## src/rtl/calc1_pkg.sv

```systemverilog
// Shared command/response encodings, port state type and data type for the
// four-port calculator.
package calc1_pkg;

    typedef logic [31:0] data_t;
    typedef logic [3:0]  cmd_t;
    typedef logic [1:0]  resp_t;

    localparam cmd_t CMD_NOP = 4'd0;
    localparam cmd_t CMD_ADD = 4'd1;
    localparam cmd_t CMD_SUB = 4'd2;
    localparam cmd_t CMD_SHL = 4'd5;
    localparam cmd_t CMD_SHR = 4'd6;

    localparam resp_t RESP_NONE = 2'd0;
    localparam resp_t RESP_OK   = 2'd1;
    localparam resp_t RESP_ERR  = 2'd2;

    typedef enum logic {
        IDLE,
        OP2
    } port_state_t;

endpackage

```

## src/rtl/calc1_port.sv

```systemverilog
// One calculator request port: two-cycle command capture, ALU and
// single-cycle registered response.
module calc1_port
    import calc1_pkg::*;
(
    input  logic        i_clk,
    input  logic        i_rst,
    input  logic [3:0]  i_cmd,
    input  logic [31:0] i_data,
    output logic [31:0] o_data,
    output logic [1:0]  o_resp
);

    port_state_t r_state;
    cmd_t        r_cmd;
    data_t       r_op1;
    data_t       r_data;
    resp_t       r_resp;

    logic [32:0] w_sum;
    data_t       w_data;
    resp_t       w_resp;

    // Second operand comes straight from the input port on the OP2 edge.
    always_comb begin
        w_sum  = {1'b0, r_op1} + {1'b0, i_data};
        w_data = '0;
        w_resp = RESP_ERR;
        case (r_cmd)
            CMD_ADD: begin
                if (!w_sum[32]) begin
                    w_data = w_sum[31:0];
                    w_resp = RESP_OK;
                end
            end
            CMD_SUB: begin
                if (i_data <= r_op1) begin
                    w_data = r_op1 - i_data;
                    w_resp = RESP_OK;
                end
            end
            CMD_SHL: begin
                w_data = r_op1 << i_data[4:0];
                w_resp = RESP_OK;
            end
            CMD_SHR: begin
                w_data = r_op1 >> i_data[4:0];
                w_resp = RESP_OK;
            end
            default: begin
                w_data = '0;
                w_resp = RESP_ERR;
            end
        endcase
    end

    always_ff @(posedge i_clk) begin
        if (i_rst) begin
            r_state <= IDLE;
            r_cmd   <= CMD_NOP;
            r_op1   <= '0;
            r_data  <= '0;
            r_resp  <= RESP_NONE;
        end else begin
            case (r_state)
                IDLE: begin
                    r_data <= '0;
                    r_resp <= RESP_NONE;
                    if (i_cmd != CMD_NOP) begin
                        r_cmd   <= i_cmd;
                        r_op1   <= i_data;
                        r_state <= OP2;
                    end
                end
                OP2: begin
                    r_data  <= w_data;
                    r_resp  <= w_resp;
                    r_state <= IDLE;
                end
                default: begin
                    r_data  <= '0;
                    r_resp  <= RESP_NONE;
                    r_state <= IDLE;
                end
            endcase
        end
    end

    assign o_data = r_data;
    assign o_resp = r_resp;

endmodule

```

## src/rtl/calc1.sv

```systemverilog
// Four-port 32-bit integer calculator; each port is an independent
// calc1_port sharing one clock and a reset formed from any reset bit.
module calc1
    import calc1_pkg::*;
(
    input  logic        c_clk,
    input  logic [1:7]  reset,
    input  logic [0:3]  req1_cmd_in,
    input  logic [0:31] req1_data_in,
    input  logic [0:3]  req2_cmd_in,
    input  logic [0:31] req2_data_in,
    input  logic [0:3]  req3_cmd_in,
    input  logic [0:31] req3_data_in,
    input  logic [0:3]  req4_cmd_in,
    input  logic [0:31] req4_data_in,
    output logic [0:31] out_data1,
    output logic [0:1]  out_resp1,
    output logic [0:31] out_data2,
    output logic [0:1]  out_resp2,
    output logic [0:31] out_data3,
    output logic [0:1]  out_resp3,
    output logic [0:31] out_data4,
    output logic [0:1]  out_resp4
);

    logic  w_rst;
    data_t w_data1, w_data2, w_data3, w_data4;
    resp_t w_resp1, w_resp2, w_resp3, w_resp4;

    assign w_rst = |reset;

    // Big-endian port vectors map MSB-to-MSB onto the little-endian internals.
    calc1_port u_port1 (
        .i_clk  (c_clk),
        .i_rst  (w_rst),
        .i_cmd  (req1_cmd_in),
        .i_data (req1_data_in),
        .o_data (w_data1),
        .o_resp (w_resp1)
    );

    calc1_port u_port2 (
        .i_clk  (c_clk),
        .i_rst  (w_rst),
        .i_cmd  (req2_cmd_in),
        .i_data (req2_data_in),
        .o_data (w_data2),
        .o_resp (w_resp2)
    );

    calc1_port u_port3 (
        .i_clk  (c_clk),
        .i_rst  (w_rst),
        .i_cmd  (req3_cmd_in),
        .i_data (req3_data_in),
        .o_data (w_data3),
        .o_resp (w_resp3)
    );

    calc1_port u_port4 (
        .i_clk  (c_clk),
        .i_rst  (w_rst),
        .i_cmd  (req4_cmd_in),
        .i_data (req4_data_in),
        .o_data (w_data4),
        .o_resp (w_resp4)
    );

    assign out_data1 = w_data1;
    assign out_resp1 = w_resp1;
    assign out_data2 = w_data2;
    assign out_resp2 = w_resp2;
    assign out_data3 = w_data3;
    assign out_resp3 = w_resp3;
    assign out_data4 = w_data4;
    assign out_resp4 = w_resp4;

endmodule

```

## config.mk

```make
export PLATFORM = sky130hd
export DESIGN_NAME = calc1
export DESIGN_NICKNAME = d
export VERILOG_FILES = /design/src/rtl/calc1_pkg.sv /design/src/rtl/calc1_port.sv /design/src/rtl/calc1.sv
export SDC_FILE = /design/constraint.sdc
export NUM_CORES = 2
export LEC_CHECK = 0
export ABC_AREA = 1
export CORE_MARGIN = 2
export CORE_UTILIZATION = 40
export CTS_CLUSTER_DIAMETER = 60
export DETAILED_ROUTE_END_ITERATION = 10
export PLACE_DENSITY = 0.66
export SLEW_MARGIN = 20
export SYNTH_ARGS = -nofsm -noshare
export SYNTH_HDL_FRONTEND = slang
export SYNTH_SLANG_ARGS = --single-unit
```

## constraint.sdc

```tcl
create_clock -name c_clk -period 4.64 [get_ports c_clk]
set_clock_uncertainty 0.2 [all_clocks]
set_input_delay 0.928 -clock c_clk [delete_from_list [all_inputs] [get_ports c_clk]]
set_output_delay 0.928 -clock c_clk [all_outputs]
set_load 0.005 [all_outputs]
```

# After elaboration in Yosys (flattened, before gate mapping)

Cells that the tools add are included.

Output and inout port bits: 136
Register bits after elaboration: 284
Input bits: 152
Word-level logic and storage cells: 113

Multiplexer cells: 40
Reductions and logical operators: 13
Equality and inequality tests: 16
Shifts and indexed selects: 8
$lt $le $gt $ge: 4
Add/subtract/negate cells: 8
Bitwise logic cells: 4

Operator list:

| kind                 | number |
|---|---|
| $pmux W32 S4         | 4 |
| $mux W32             | 8 |
| $pmux W32 S2         | 4 |
| $add A32 B32 Y33     | 4 |
| $le A32 B32 Y1       | 4 |
| $shl A32 B5 Y32      | 4 |
| $shr A32 B5 Y32      | 4 |
| $sub A32 B32 Y32     | 4 |
| $eq A4 B3 Y1 const B | 8 |
| $pmux W2 S3          | 4 |
| $eq A4 B1 Y1 const B | 4 |
| $eq A4 B2 Y1 const B | 4 |
| $mux W2              | 8 |
| $pmux W2 S2          | 4 |
| $reduce_bool A4 Y1   | 4 |
| $pmux W1 S2          | 4 |
| $reduce_and A2 Y1    | 4 |
| $reduce_or A2 Y1     | 4 |
| $reduce_or A7 Y1     | 1 |
| $mux W1              | 4 |
| $not A1 Y1           | 4 |

# Depth between registers and ports, before layout

Depth in word-level cells: 4
Gate-level depth with buffers: 22
Depth with buffers taken out: 18

# By module

A second synthesis with hierarchy kept.

Cells, all modules: 8621
Area total of the unflattened synthesis: 44406.3 um2

Modules (own cells, without submodules):

| module                   | area each (um2) | instances | seq. area each (um2) | cells each |
|---|---|---|---|---|
| calc1_port (u_port2 ...) | 11139.4         | 3         | 1421.4               | 2154 |
| calc1_port (u_port1)     | 10943.0         | 1         | 1421.4               | 2147 |
| calc1                    | 45.0            | 1         | 0.0                  | 12 |

# Worst setup path after synthesis

No wires, ideal clock.

Path kind: input port to flip-flop
Start: in req3_data_in[29] (netlist bit)
End: reg u_port3.r_data[30], in the netlist u_port3.o_data[30]
Path buffers: 6
Data required time: 4330 ps
Arrival: 3250 ps
Slack: 1080 ps
Library setup time: 110 ps
Stages: 22
Cell sequence: clkbuf_1 -> clkinv_1 -> buf_2 -> buf_1 -> ha_1 -> buf_2 -> nor2_1 -> nand2_1 -> nand3_1 -> nand2_1 -> nand2_1 -> nand2_1 -> nand2_2 -> nand2_2 -> nand2_2 -> nor2_4 -> buf_6 -> buf_6 -> nand3_1 -> nand3_1 -> nand2_1 -> inv_1

Cells in the longest elaborated chain, start to end: 4
Elaborated cells between the ends (all ways): 9
Those cells by class: add/sub (2); order compare (1); shift (2); mux (4)

Ends and longest elaborated chain:

| element                                  | line                               | text |
|---|---|---|
| from (decl)                              | calc1.sv:13                        | `input logic [0:31] req3_data_in,` |
| $sub A32 B32 Y32 (tied with other cells) | calc1_port.sv:38                   | `w_data = r_op1 - i_data;` |
| $mux W32 (on tied branches)              | calc1_port.sv:37, calc1_port.sv:31 |  |
| $pmux W32 S4 *                           | calc1_port.sv:29                   | `case (r_cmd)` |
| $pmux W32 S2 *                           | calc1_port.sv:65                   | `case (r_state)` |
| to (signal assigned)                     | calc1_port.sv:76                   | `r_data <= w_data;` |
| to (decl)                                | calc1_port.sv:17                   | `data_t r_data;` |

Every way passes the cells marked *; elsewhere a longest branch is shown, timed or not.
A chain may end at the register's enable or synchronous reset.

# Final worst setup path

Start: in req4_data_in[13] (netlist bit)
End: reg u_port4.r_data[19], in the netlist u_port4.o_data[19]

Cells in the longest elaborated chain, start to end: 4
Elaborated cells between the ends (all ways): 7
Those cells by class: add/sub (2); order compare (1); mux (4)

Ends and longest elaborated chain:

| element                                  | line                               | text |
|---|---|---|
| from (decl)                              | calc1.sv:15                        | `input logic [0:31] req4_data_in,` |
| $sub A32 B32 Y32 (tied with other cells) | calc1_port.sv:38                   |  |
| $mux W32 (on tied branches)              | calc1_port.sv:37, calc1_port.sv:31 |  |
| $pmux W32 S4 *                           | calc1_port.sv:29                   |  |
| $pmux W32 S2 *                           | calc1_port.sv:65                   |  |
| to (signal assigned)                     | calc1_port.sv:76                   |  |
| to (decl)                                | calc1_port.sv:17                   |  |

Marks and branches as above.

==> key figures <==
Outcome
  • Status: finished clean

Timing
  • Worst-margin pin slew: 1.12 ns
  • Hold Fails Final Rpt: 0
  • # setup viols final: 0
  • RSZ-0062 raised after global routing: false
  • Rel. slew slack: 24.9%
  • Max frequency: 275 MHz
  • Post-Route Setup TNS: 0 ns
  • Final Cycle Share: 78.4%
  • Tmin final: 3.64 ns
  • Slew Limit Fails: 0

Final layout
  • Fraction of layout cells with a size suffix above 1: 3.59%
  • Layout fillers: 12,515
  • Fin nets: 9,296
  • Post-route insts no fill: 10,417
  • Area Overhead vs Synth: 13.5%

Placed design
  • Port Buf Inserts: 287
  • HPWL after DPL: 171,000 um
  • Inst Count DP: 10,305
  • Routability cong.: 1.03

Worst hold path
  • Hold Path End: u_port1.r_cmd[3]
  • Worst hold path type: flop to flop
  • Hold Crit Depth: 2
  • Hold Path Origin: u_port1.r_cmd[3]

Floorplanning
  • Chip height: 337 um
  • Core footprint: 110,000 um^2
  • I/O pin total: 288
  • Initial Util: 40.2%
  • Chip Width: 337 um
  • Row count: 122
  • Die ar.: 114,000 um^2

Synth
  • Mapped cell area: 44,300 um^2
  • Yosys reg bits: 284
  • Top cell types by occurrence after synthesis: 3,182 x nand2_1, 1,335 x inv_1, 1,197 x nand3_1, 900 x nor2_1, 469 x a21oi_1
  • Share of Yosys cell area claimed by the top area cell type: 26.9%
  • Post-synth ARST share: 0%
  • Synth warn: 0
  • Cell taking the most area after synthesis: nand2_1
  • EDFF count, synth: 0
  • Ranking of synthesized cells by area: nand2_1 27%, nand3_1 14%, dfxtp_1 13%
  • Ys flop type: dfxtp_1
  • Post-Syn Instances: 8,805
  • Sequential share of the synthesized area: 12.8%
  • Avg Cell Area, Syn: 5.04 um^2
  • Most instantiated library cell after synthesis: nand2_1
  • Synth unique cells: 43
  • Syn Nets: 9,225

Pwr
  • Worst ir drop on vdd: 0.272 mV
  • Sw Share: 34.4%
  • Sequential share of power: 28.3%
  • Combinational power share: 20.6%
  • Leak pwr: 28.8 nW
  • Power Internal: 5.69 mW
  • Sw power: 2.98 mW
  • PwrDens: 172 nW/um^2
  • Clock group share of total power: 51.1%

Clock network
  • CTS HTree Levels: 2
  • # hold bufs at CTS: 0
  • Sink Count: 284
  • # resized after CTS: 0
  • Setup Buffers After CTS: 0
  • Clk buf depth: 3
  • Cts bufs inserted: 57
  • CTS tree: done
  • Clk slew on worst S/H paths: 0.05 ns
  • Clk_lat worst skew: 0.69 ns
  • Clk root buf: clkbuf_16

GRT
  • Maximum number of pins on one net before global-route repair: 85
  • GRT Total Usage: 36.2%
  • Gr ovfl total: 0
  • Vias in the first global route: 51,737
  • First-pass GRT wire length: 315,000 um
  • Antenna violations before repair: 11

Setup path
  • CP most frequent cell: nand2_1
  • Crit-path max cell delay: 0.54 ns
  • WS Path Type: input port to flop
  • Crit path from: req4_data_in[13]
  • RR Endpoint: u_port2.o_resp[0]
  • Worst Path Max Fanout: 9
  • Worst Path Arrival: 4.07 ns
  • Reg2reg setup slack: 1.37 ns
  • Worst-path cell chain: clkdlybuf4s50_1, inv_1, ha_1, nand2_1, nor2_1, inv_1, nor2_1, nand4_1, nand3_1, nand2_1, nand2_1, nand2_1, nand3_1, nand2_1, inv_1
  • Worst setup EP type: flop
  • Worst setup SP type: input port
  • Reg2reg start: u_port2.r_op1[12]
  • Critical path's slowest cell: ha_1
  • Data required, critical path: 5.07 ns
  • Reg2reg path depth: 13

Run
  • Max-Cap Viols: 0

Routing
  • Final wirelength: 212,000 um
  • Avg WL per Cell: 20.3 um
  • DR vias/cell: 5.41
  • Drt drc: 0
  • Via count: 56,384
  • Routed Antenna Nets: 0
  • Starting DRT DRC Count: 6,389
  • Detailed Routing Iterations Pass 1: 8
[cell usage in the layout, fill, tap and decap left out, drive strengths merged, types with 2 or more instances in the layout]
master,n
clkdlybuf4s50,277
o211ai,55
inv,1377
nand3,1200
or2,8
nor2,915
dfxtp,284
o21bai,31
fa,8
bufinv,4
nor3b,2
clkinv,18
o21a,12
clkbuf,70
xor2,87
nor4,2
nand3b,10
nor3,62
nand4,126
a21oi,474
and2,42
o21ai,251
a31oi,9
buf,123
nand2,3197
a21o,4
xnor2,2
diode,7
a21boi,9
ha,260
[metal layers]
layer | vias up | GRT usage, % | share of wire [%]
met1 | 25670 | 48.2 | 43
met4 | 10 | 16.5 | 4.7
met2 | 2602 | 56.4 | 43
met3 | 427 | 6.88 | 9.2
li1 | 27675 | - | -
met5 | - | 0 | 0.029
[cell families (layout without fill, tap and decap cells)]
kind of cell    after synthesis  count (layout)  share of synthesized area [%]
xor+xnor                     89              89                           1.76
flops                       284             284                           12.8
compound gates              846             846                           10.3
fa+ha+maj                   268             268                           7.70
other cells                   0               7                              0
buf+inv                    1753            1870                           15.4
simple gates               5565            5565                           52.1
[through the flow]
stage | util, % | instance area (um^2) | setup slack (ns) | hold slack [ns] | total power, mW
after global placement | 43.8 | 48300 | 0.450 | 0.272 | 4.24
after CTS | 45.6 | 50300 | 1.11 | 0.298 | 8.71
after global routing | 45.6 | 50300 | 0.869 | 0.306 | 9.00
final | 45.6 | 50300 | 1.00 | 0.299 | 8.67
after detailed placement | 43.8 | 48300 | 0.389 | 0.290 | 4.24
after floorplan | - | 44300 | 1.08 | 0.258 | 3.67
[worst max-delay path, delay by kind of cell]
kind	cells	cell delay, ns
simple gates	10	1.86
buf+inv	4	0.73
fa+ha+maj	1	0.54
[state kept, by name (all words and copies together), names as in the netlist, 4 cells and up]
signal and count:
u_port1.o_data 32, u_port1.r_op1 32, u_port2.o_data 32, u_port2.r_op1 32
u_port3.o_data 32, u_port3.r_op1 32, u_port4.o_data 32, u_port4.r_op1 32
u_port1.r_cmd 4, u_port2.r_cmd 4, u_port3.r_cmd 4, u_port4.r_cmd 4
[layout make-up]
| class | instances | area (um^2) | area share [%] |
|---|---|---|---|
| clock buffer | 70 | 1610 | 3.19 |
| inverter | 1365 | 5130 | 10.2 |
| timing repair buffer | 400 | 3780 | 7.51 |
| multi-input combinational | 6768 | 31900 | 63.3 |
| tap | 1488 | 1860 | 3.70 |
| clock inverter | 35 | 379 | 0.753 |
| antenna | 7 | 17.5 | 0.0348 |
| sequential | 284 | 5690 | 11.3 |
[power groups by stage]
stage	logic (mW)	registers [mW]	clock network (mW)
2_1_floorplan	1.17	2.50	0
3_3_place_gp	1.73	2.51	0
3_5_place_dp	1.73	2.51	0
4_1_cts	1.74	2.46	4.51
5_1_grt	1.95	2.45	4.59
6_report	1.78	2.46	4.43
[worst max-delay path by stage]
stage	endpoint	slack, ns	cells after the start
CTS	u_port4.o_data[0]	1.11	15
global route	u_port4.o_data[0]	0.87	15
finish	u_port4.o_data[19]	1.00	15
global placement	u_port4.o_data[19]	0.45	15
detailed placement	u_port4.o_data[0]	0.39	15
floorplan	u_port3.o_data[30]	1.08	22
Note: power is estimated with default switching activity, not from simulation.
